--- config.mk ---
export PLATFORM = sky130hd
export DESIGN_NAME = demultiplexer4_router
export DESIGN_NICKNAME = d
export VERILOG_FILES = /design/src/rtl/demultiplexer4_router_pkg.sv /design/src/rtl/demux_out_slot.sv /design/src/rtl/demultiplexer4_router.sv
export SDC_FILE = /design/constraint.sdc
export NUM_CORES = 1
export LEC_CHECK = 0
export BUFFER_PORTS_ARGS = -buffer_cell sky130_fd_sc_hd__buf_2
export CAP_MARGIN = 20
export CORE_AREA = 4 4 122 124
export CTS_BUF_LIST = sky130_fd_sc_hd__clkbuf_8
export DETAILED_ROUTE_END_ITERATION = 7
export DIE_AREA = 0 0 126 128
export MAX_ROUTING_LAYER = met4
export PLACE_DENSITY = 0.78
export SLEW_MARGIN = 20
export SYNTH_ARGS = -nofsm -noshare
export SYNTH_HDL_FRONTEND = slang
export SYNTH_SLANG_ARGS = --single-unit
--- constraint.sdc ---
create_clock -name clk -period 1.35 [get_ports clk]
set_input_delay 0 -clock clk [delete_from_list [all_inputs] [get_ports clk]]
set_output_delay 0 -clock clk [all_outputs]
set_load 0.01 [all_outputs]
--- src/rtl/demultiplexer4_router_pkg.sv ---
// Shared constants for the 4-way registered demultiplexer: channel selector
// encodings and the channel count.
package demultiplexer4_router_pkg;

    localparam int unsigned NUM_CHANNELS = 4;

    localparam logic [1:0] SEL_A = 2'b00;
    localparam logic [1:0] SEL_B = 2'b01;
    localparam logic [1:0] SEL_C = 2'b10;
    localparam logic [1:0] SEL_D = 2'b11;

endpackage

--- src/rtl/demux_out_slot.sv ---
// One-entry output slot: holds a word until the downstream channel takes it,
// and counts every word pushed into it.
module demux_out_slot #(
    parameter int unsigned bitwidth  = 32,
    parameter int unsigned cnt_width = 8
) (
    input  logic                 clk,
    input  logic                 reset_n,
    input  logic                 push,
    input  logic [bitwidth-1:0]  in_data,
    input  logic                 out_ready,
    output logic                 out_valid,
    output logic [bitwidth-1:0]  out_data,
    output logic [cnt_width-1:0] count
);

    logic                 full_q, full_d;
    logic [bitwidth-1:0]  data_q, data_d;
    logic [cnt_width-1:0] count_q, count_d;

    always_comb begin
        full_d  = full_q;
        data_d  = data_q;
        count_d = count_q;
        if (full_q && out_ready) begin
            full_d = 1'b0;
        end
        // A push may coincide with a pop; the new word simply replaces the old one.
        if (push) begin
            full_d  = 1'b1;
            data_d  = in_data;
            count_d = count_q + cnt_width'(1);
        end
    end

    always_ff @(posedge clk or negedge reset_n) begin
        if (!reset_n) begin
            full_q  <= 1'b0;
            data_q  <= '0;
            count_q <= '0;
        end else begin
            full_q  <= full_d;
            data_q  <= data_d;
            count_q <= count_d;
        end
    end

    assign out_valid = full_q;
    assign out_data  = data_q;
    assign count     = count_q;

endmodule

--- src/rtl/demultiplexer4_router.sv ---
// 4-way registered demultiplexer: routes a valid/ready stream to one of four
// single-entry output slots selected by in_sel.
module demultiplexer4_router
    import demultiplexer4_router_pkg::*;
#(
    parameter int unsigned bitwidth  = 32,
    parameter int unsigned cnt_width = 8
) (
    input  logic                 clk,
    input  logic                 reset_n,
    input  logic                 in_valid,
    output logic                 in_ready,
    input  logic [1:0]           in_sel,
    input  logic [bitwidth-1:0]  in_data,
    output logic [3:0]           out_valid,
    input  logic [3:0]           out_ready,
    output logic [bitwidth-1:0]  out_a,
    output logic [bitwidth-1:0]  out_b,
    output logic [bitwidth-1:0]  out_c,
    output logic [bitwidth-1:0]  out_d,
    output logic [cnt_width-1:0] count_a,
    output logic [cnt_width-1:0] count_b,
    output logic [cnt_width-1:0] count_c,
    output logic [cnt_width-1:0] count_d
);

    logic [NUM_CHANNELS-1:0] push;
    logic [bitwidth-1:0]     slot_data  [NUM_CHANNELS];
    logic [cnt_width-1:0]    slot_count [NUM_CHANNELS];

    // Only the selected slot matters: other channels never stall the input.
    assign in_ready = !out_valid[in_sel] || out_ready[in_sel];

    always_comb begin
        push = '0;
        if (in_valid && in_ready) begin
            unique case (in_sel)
                SEL_A: push[0] = 1'b1;
                SEL_B: push[1] = 1'b1;
                SEL_C: push[2] = 1'b1;
                SEL_D: push[3] = 1'b1;
            endcase
        end
    end

    for (genvar i = 0; i < NUM_CHANNELS; i++) begin : g_slot
        demux_out_slot #(
            .bitwidth  (bitwidth),
            .cnt_width (cnt_width)
        ) u_slot (
            .clk       (clk),
            .reset_n   (reset_n),
            .push      (push[i]),
            .in_data   (in_data),
            .out_ready (out_ready[i]),
            .out_valid (out_valid[i]),
            .out_data  (slot_data[i]),
            .count     (slot_count[i])
        );
    end

    assign out_a   = slot_data[0];
    assign out_b   = slot_data[1];
    assign out_c   = slot_data[2];
    assign out_d   = slot_data[3];
    assign count_a = slot_count[0];
    assign count_b = slot_count[1];
    assign count_c = slot_count[2];
    assign count_d = slot_count[3];

endmodule

Yosys cells after proc, flatten, opt, wreduce, memory -nomap -nowiden
Cells that the tools add are included.
W data, S select, Z words.
{"block": "word_totals", "regBits": 164, "inputBits": 41, "output_inout_bits": 165, "elab_cells": 49}
{"block": "op_classes", "n_addsub": 4, "n_lt_le_gt_ge": 1, "eq_ne": 3, "mux": 17, "reduce_logical": 12}
{"cell": "$add A8 B1 Y8 const B", "n": 4}
{"cell": "$mux W1", "n": 14}
{"cell": "$reduce_bool A2 Y1", "n": 4}
{"cell": "$logic_and A1 B1 Y1", "n": 5}
{"cell": "$bmux W1 S2", "n": 2}
{"cell": "$eq A2 B2 Y1 const B", "n": 2}
{"cell": "$mux W4", "n": 1}
{"cell": "$lt A2 B3 Y1 const B", "n": 1}
{"cell": "$eq A2 B1 Y1 const B", "n": 1}
{"cell": "$logic_not A2 Y1", "n": 1}
{"cell": "$logic_not A1 Y1", "n": 1}
{"cell": "$logic_or A1 B1 Y1", "n": 1}

Longest topological paths before layout
{"block": "depth", "ltp_word": 7, "mapped_depth": 6, "mapped_depth_nobuf": 4}

Modules after synthesis
From an unflattened synthesis, not the netlist that was laid out.
{"block": "hier_totals", "cells_unflattened": 397, "area_unflattened_um2": 6362.4}
{"mod": "demux_out_slot", "instances": 4, "cells_each": 97, "area_each_um2": 1565.3}
{"mod": "demultiplexer4_router", "instances": 1, "cells_each": 9, "area_each_um2": 101.3}

Least setup slack after synthesis
No wires, ideal clock.
{"block": "synth_path", "kind": "flip-flop to flip-flop", "startpoint": "register g_slot[0].u_slot.full_q", "endpoint": "register g_slot[0].u_slot.count_q[1]", "setup_time_ns": 0.117, "arrival_ns": 1.297, "required_time_ns": 1.233, "path_slack_ns": -0.064, "stages_incl_launch_ff": 7, "cell_sequence": "dfrtp_1 nor2b_1 or3_1 buf_2 buf_2 nand2_1 nand2_1"}
{"block": "synth_via", "elab_chain_len": 6}
{"element": "start: declaration", "line_no": "demux_out_slot.sv:17", "rtl": "logic full_q, full_d;"}
{"element": "start signal: assignment", "line_no": "demux_out_slot.sv:42", "rtl": "full_q <= full_d;"}
{"element": "$bmux W1 S2", "line_no": "demultiplexer4_router.sv:32", "rtl": "assign in_ready = !out_valid[in_sel] || out_ready[in_sel];"}
{"element": "$mux W1 (not written as such)", "line_no": "demultiplexer4_router.sv:32"}
{"element": "$logic_not A1 Y1", "line_no": "demultiplexer4_router.sv:32"}
{"element": "$logic_or A1 B1 Y1", "line_no": "demultiplexer4_router.sv:32"}
{"element": "$logic_and A1 B1 Y1", "line_no": "demultiplexer4_router.sv:36", "rtl": "if (in_valid && in_ready) begin"}
{"element": "$mux W4", "line_no": "demultiplexer4_router.sv:36"}
{"element": "end signal: assignment", "line_no": "demux_out_slot.sv:44", "rtl": "count_q <= count_d;"}
{"element": "end: declaration", "line_no": "demux_out_slot.sv:19", "rtl": "logic [cnt_width-1:0] count_q, count_d;"}
Every way passes these cells. The select of a mux whose other input is x is not followed.
A chain may end at the register's enable or synchronous reset.

Final worst setup path
{"block": "layout_path", "startpoint": "register g_slot[0].u_slot.full_q", "endpoint": "output in_ready"}
{"block": "layout_via", "elab_chain_len": 4}
{"element": "$bmux W1 S2", "line_no": "demultiplexer4_router.sv:32"}
{"element": "$mux W1 (not written as such)", "line_no": "demultiplexer4_router.sv:32"}
{"element": "$logic_not A1 Y1", "line_no": "demultiplexer4_router.sv:32"}
{"element": "$logic_or A1 B1 Y1", "line_no": "demultiplexer4_router.sv:32"}
{"element": "end: declaration", "line_no": "demultiplexer4_router.sv:12", "rtl": "output logic in_ready,"}
Every way passes these cells. The select of a mux whose other input is x is not followed.

==> results.md <==
* Flops & latches, synth at about 160
* Fin crit period at 1.64 ns
* DRT Wirelength at 19.6 mm
* Core ar. at roughly 14000 um2
* Worst-path cell chain: buf_4 > nand2b_1 > mux4_2 > buf_6
* Ys async rst share at 100%
* RePlAce Congestion at 0.813
* ANT nets after route at 0
* # setup viols final at 117
* Final Max Slew Viols at 0
* CP max stage cell: mux4_2
* First-pass GRT wire length at ~29 mm
* Mapped Area at approximately 6500 um2
* Largest cells by area after synthesis: dfrtp_1 (63%), nand2_1 (12%), mux2_2 (8.8%)
* Worst-margin pin slew at about 0.32 ns
* Number of buffers created by CTS at 17
* Via-per-instance ratio at approximately 5.1
* Final worst setup slack at -0.292 ns
* Via count at roughly 5200
* Height of the die at ~130 um
* Uppermost layer routed: met4
* Final core occ at between 70% and 80%
* Min-delay worst type: primary input to flip-flop
* Number of global-route vias before repair at roughly 5500
* Combinational power share at a little over a quarter
* Switching share of power at 31.7%
* Post-placement cell count at between 900 and 1000
* Setup TNS at -8.08 ns
* Yosys warns at 0
* CTS sink cnt at between 150 and 200
* Largest net degree at the start of global routing at 57
* Skew final at ~0.012 ns
* Status: finished, violations left
* Die area at between 15000 and 20000 um2
* Drt pass-1 iters at 5
* Post-route design area at between 9000 and 10000 um2
* First-iteration detailed-routing DRC count at roughly 330
* Failing checks: negative hold slack, negative setup slack
* Yosys top cell by area: dfrtp_1
* Synth Flop Type: dfrtp_1
* Synthesized instance count at 547
* Clock Tree Root: clkbuf_8
* Synth Net Count at between 500 and 600
* Critical path type: flip-flop to output port
* Input/output buffers at around 210
* Final Non-Filler Cells at 1027
* Clock power frac at 27.2%
* Routed length on met2 at approximately 9.7 mm
* Fillers at ~950
* Post-synth cell types at 28
* NumNets Final at roughly 880
* RSZ-0062 raised after global routing: true
* Max Fclk at between 0.6 and 0.7 GHz
* Worst setup SP type: flip-flop
* FP Rows at 43
* Share of the synthesized area in the top cell type at ~63%
* CTS tree: yes
* Peak supply drop at 1.01 mV
* Fraction of layout cells with a size suffix above 1 at approximately 53%
* Fin crit share at 122%
* Total grt overflow at 0
* Switching Power at approximately 4.6 mW
* Clock Latency Late Sink at 0.45 ns
* CP Capture Type: output port
* Clk buf depth at 2
* Critical path arrival at 1.64 ns
* DP Area at slightly below 8000 um2
* Tot GR Track Use at 24.2%
* # DRC at 0
* DR WL/cell at between 15 and 20 um
* CTS H-tree lvls at 4
* Hold Buf Count CTS at 35
* Register share of total power at a little under half
* MaxCap Viol Count at 0
* Met1 WL at ~8.1 mm
* Worst hold slack at -0.0858 ns
* CP max FO at 2
* Syn-to-layout area delta at 49.0%
* Clock edge transition at the registers on the reported setup and hold paths at 0.09 ns
* Pint at between 9 and 10 mW
* PwrDens at approximately 1500 nW/um2
* EDFF count, synth at 0
* Antenna violations before repair at 0
* # diodes at 0
* Io pins at 206
* Syn avg cell area at roughly 12 um2
* Seq/Total Area, Yosys at between 60% and 70%
* Worst slew margin at about four fifths
* Post-DP HPWL at around 12 mm
* Starting density of the core at a little under half
* Die Wd at around 130 um
* Crit path required time at roughly 1.4 ns
* Max stage delay on crit path at between 0.4 and 0.5 ns
* LEAKAGE at between 5 and 6 nW
* Final hold vios at 1
* Met3 WL at between 1 and 1.5 mm
layout by cell type (no fill, tap or decap), types with 10 or more instances in the layout:
| cell | n |
|---|---|
| buf_6 | 14 |
| nand2_1 | 141 |
| nand2_2 | 59 |
| dfrtp_1 | 164 |
| dlygate4sd3_1 | 34 |
| clkbuf_8 | 18 |
| xnor2_1 | 16 |
| nand4_1 | 10 |
| buf_4 | 15 |
| buf_12 | 14 |
| mux2_4 | 37 |
| nand2_4 | 12 |
| buf_2 | 203 |
| mux2_2 | 29 |
worst paths after layout:
kind	start	endpoint	slack, ns	depth (start not counted)
min in group asynchronous	reset_n	g_slot[1].u_slot.out_data[5]	0.51	3
worst min-delay path	out_ready[0]	g_slot[0].u_slot.out_valid	-0.09	3
worst max register to register	g_slot[3].u_slot.out_valid	g_slot[3].u_slot.out_data[18]	-0.16	6
max in group asynchronous	reset_n	g_slot[2].u_slot.out_data[7]	0.23	4
worst min register to register	g_slot[3].u_slot.count[7]	g_slot[3].u_slot.count[7]	0.47	1
worst max-delay path	g_slot[0].u_slot.out_valid	in_ready	-0.29	4
kinds of logic after synthesis:
family                   synth area share (%)
multiplexers                             12.7
buffers and inverters                    2.66
AND/OR/NAND/NOR                          17.0
adder cells (fa/ha/maj)                 0.771
XOR/XNOR                                 3.78
flip-flops                               63.2
routing by layer:
layer,global-route usage (%),vias up
met5,-,-
met4,8.01,0
met3,6.71,30
met2,38.9,216
met1,29.9,2621
li1,-,2362
what timing repair did:
item | in CTS | in global routing
gates cloned | 9 | 7
buffers inserted | 12 | 10
pin swaps | 67 | 32
hold endpoints to repair | 294 | 1
endpoints found under the setup margin | 121 | 154
gates resized for setup | 82 | 91
cells in the mapped netlist, drive strengths merged, types with 2 or more instances:
| library cell | n |
|---|---|
| buf | 26 |
| nand2 | 212 |
| mux2 | 66 |
| xor2 | 9 |
| nand3 | 6 |
| nor2b | 2 |
| or3 | 2 |
| and3 | 5 |
| dfrtp | 164 |
| nand4 | 11 |
| ha | 4 |
| nand2b | 5 |
| nor3 | 6 |
| xnor2 | 19 |
| nor2 | 3 |
| and4 | 3 |
critical path, delay by kind of cell, from the launching register on:
family        cells  cell delay (ns)
simple gates      1             0.08
buf+inv           2             0.26
mux               1             0.48
flops             1             0.36
metrics by stage:
stage,setup WS (ns),total power [mW],hold WS (ns)
after floorplan,-0.00519,8.33,-0.296
after global placement,-0.0565,9.94,-0.113
after global routing,-0.369,15.3,-0.0765
after detailed placement,-0.0732,10.0,-0.110
final,-0.292,14.6,-0.0858
after CTS,-0.279,14.4,-0.159
layout make-up:
class	instances	area [um2]	area share, %
Sequential cell	164	4100	42.4
Multi-Input combinational cell	357	2680	27.7
Timing Repair Buffer	294	2220	23.0
Clock buffer	18	248	2.56
Tap cell	180	225	2.33
Clock inverter	14	198	2.04
flip-flops by register name, indices dropped and copies added, names as in the netlist:
signal / flops
g_slot.u_slot.out_valid: 4
g_slot.u_slot.count: 32
g_slot.u_slot.out_data: 128
power groups by stage:
| stage | registers, mW | clock network [mW] | logic, mW |
|---|---|---|---|
| floorplan | 7.14 | 0 | 1.19 |
| global placement | 6.67 | 0 | 3.26 |
| detailed placement | 6.70 | 0 | 3.35 |
| CTS | 6.65 | 4.02 | 3.71 |
| global route | 6.86 | 4.26 | 4.22 |
| finish | 6.72 | 3.96 | 3.91 |
Power figures use the tool's default switching activity.
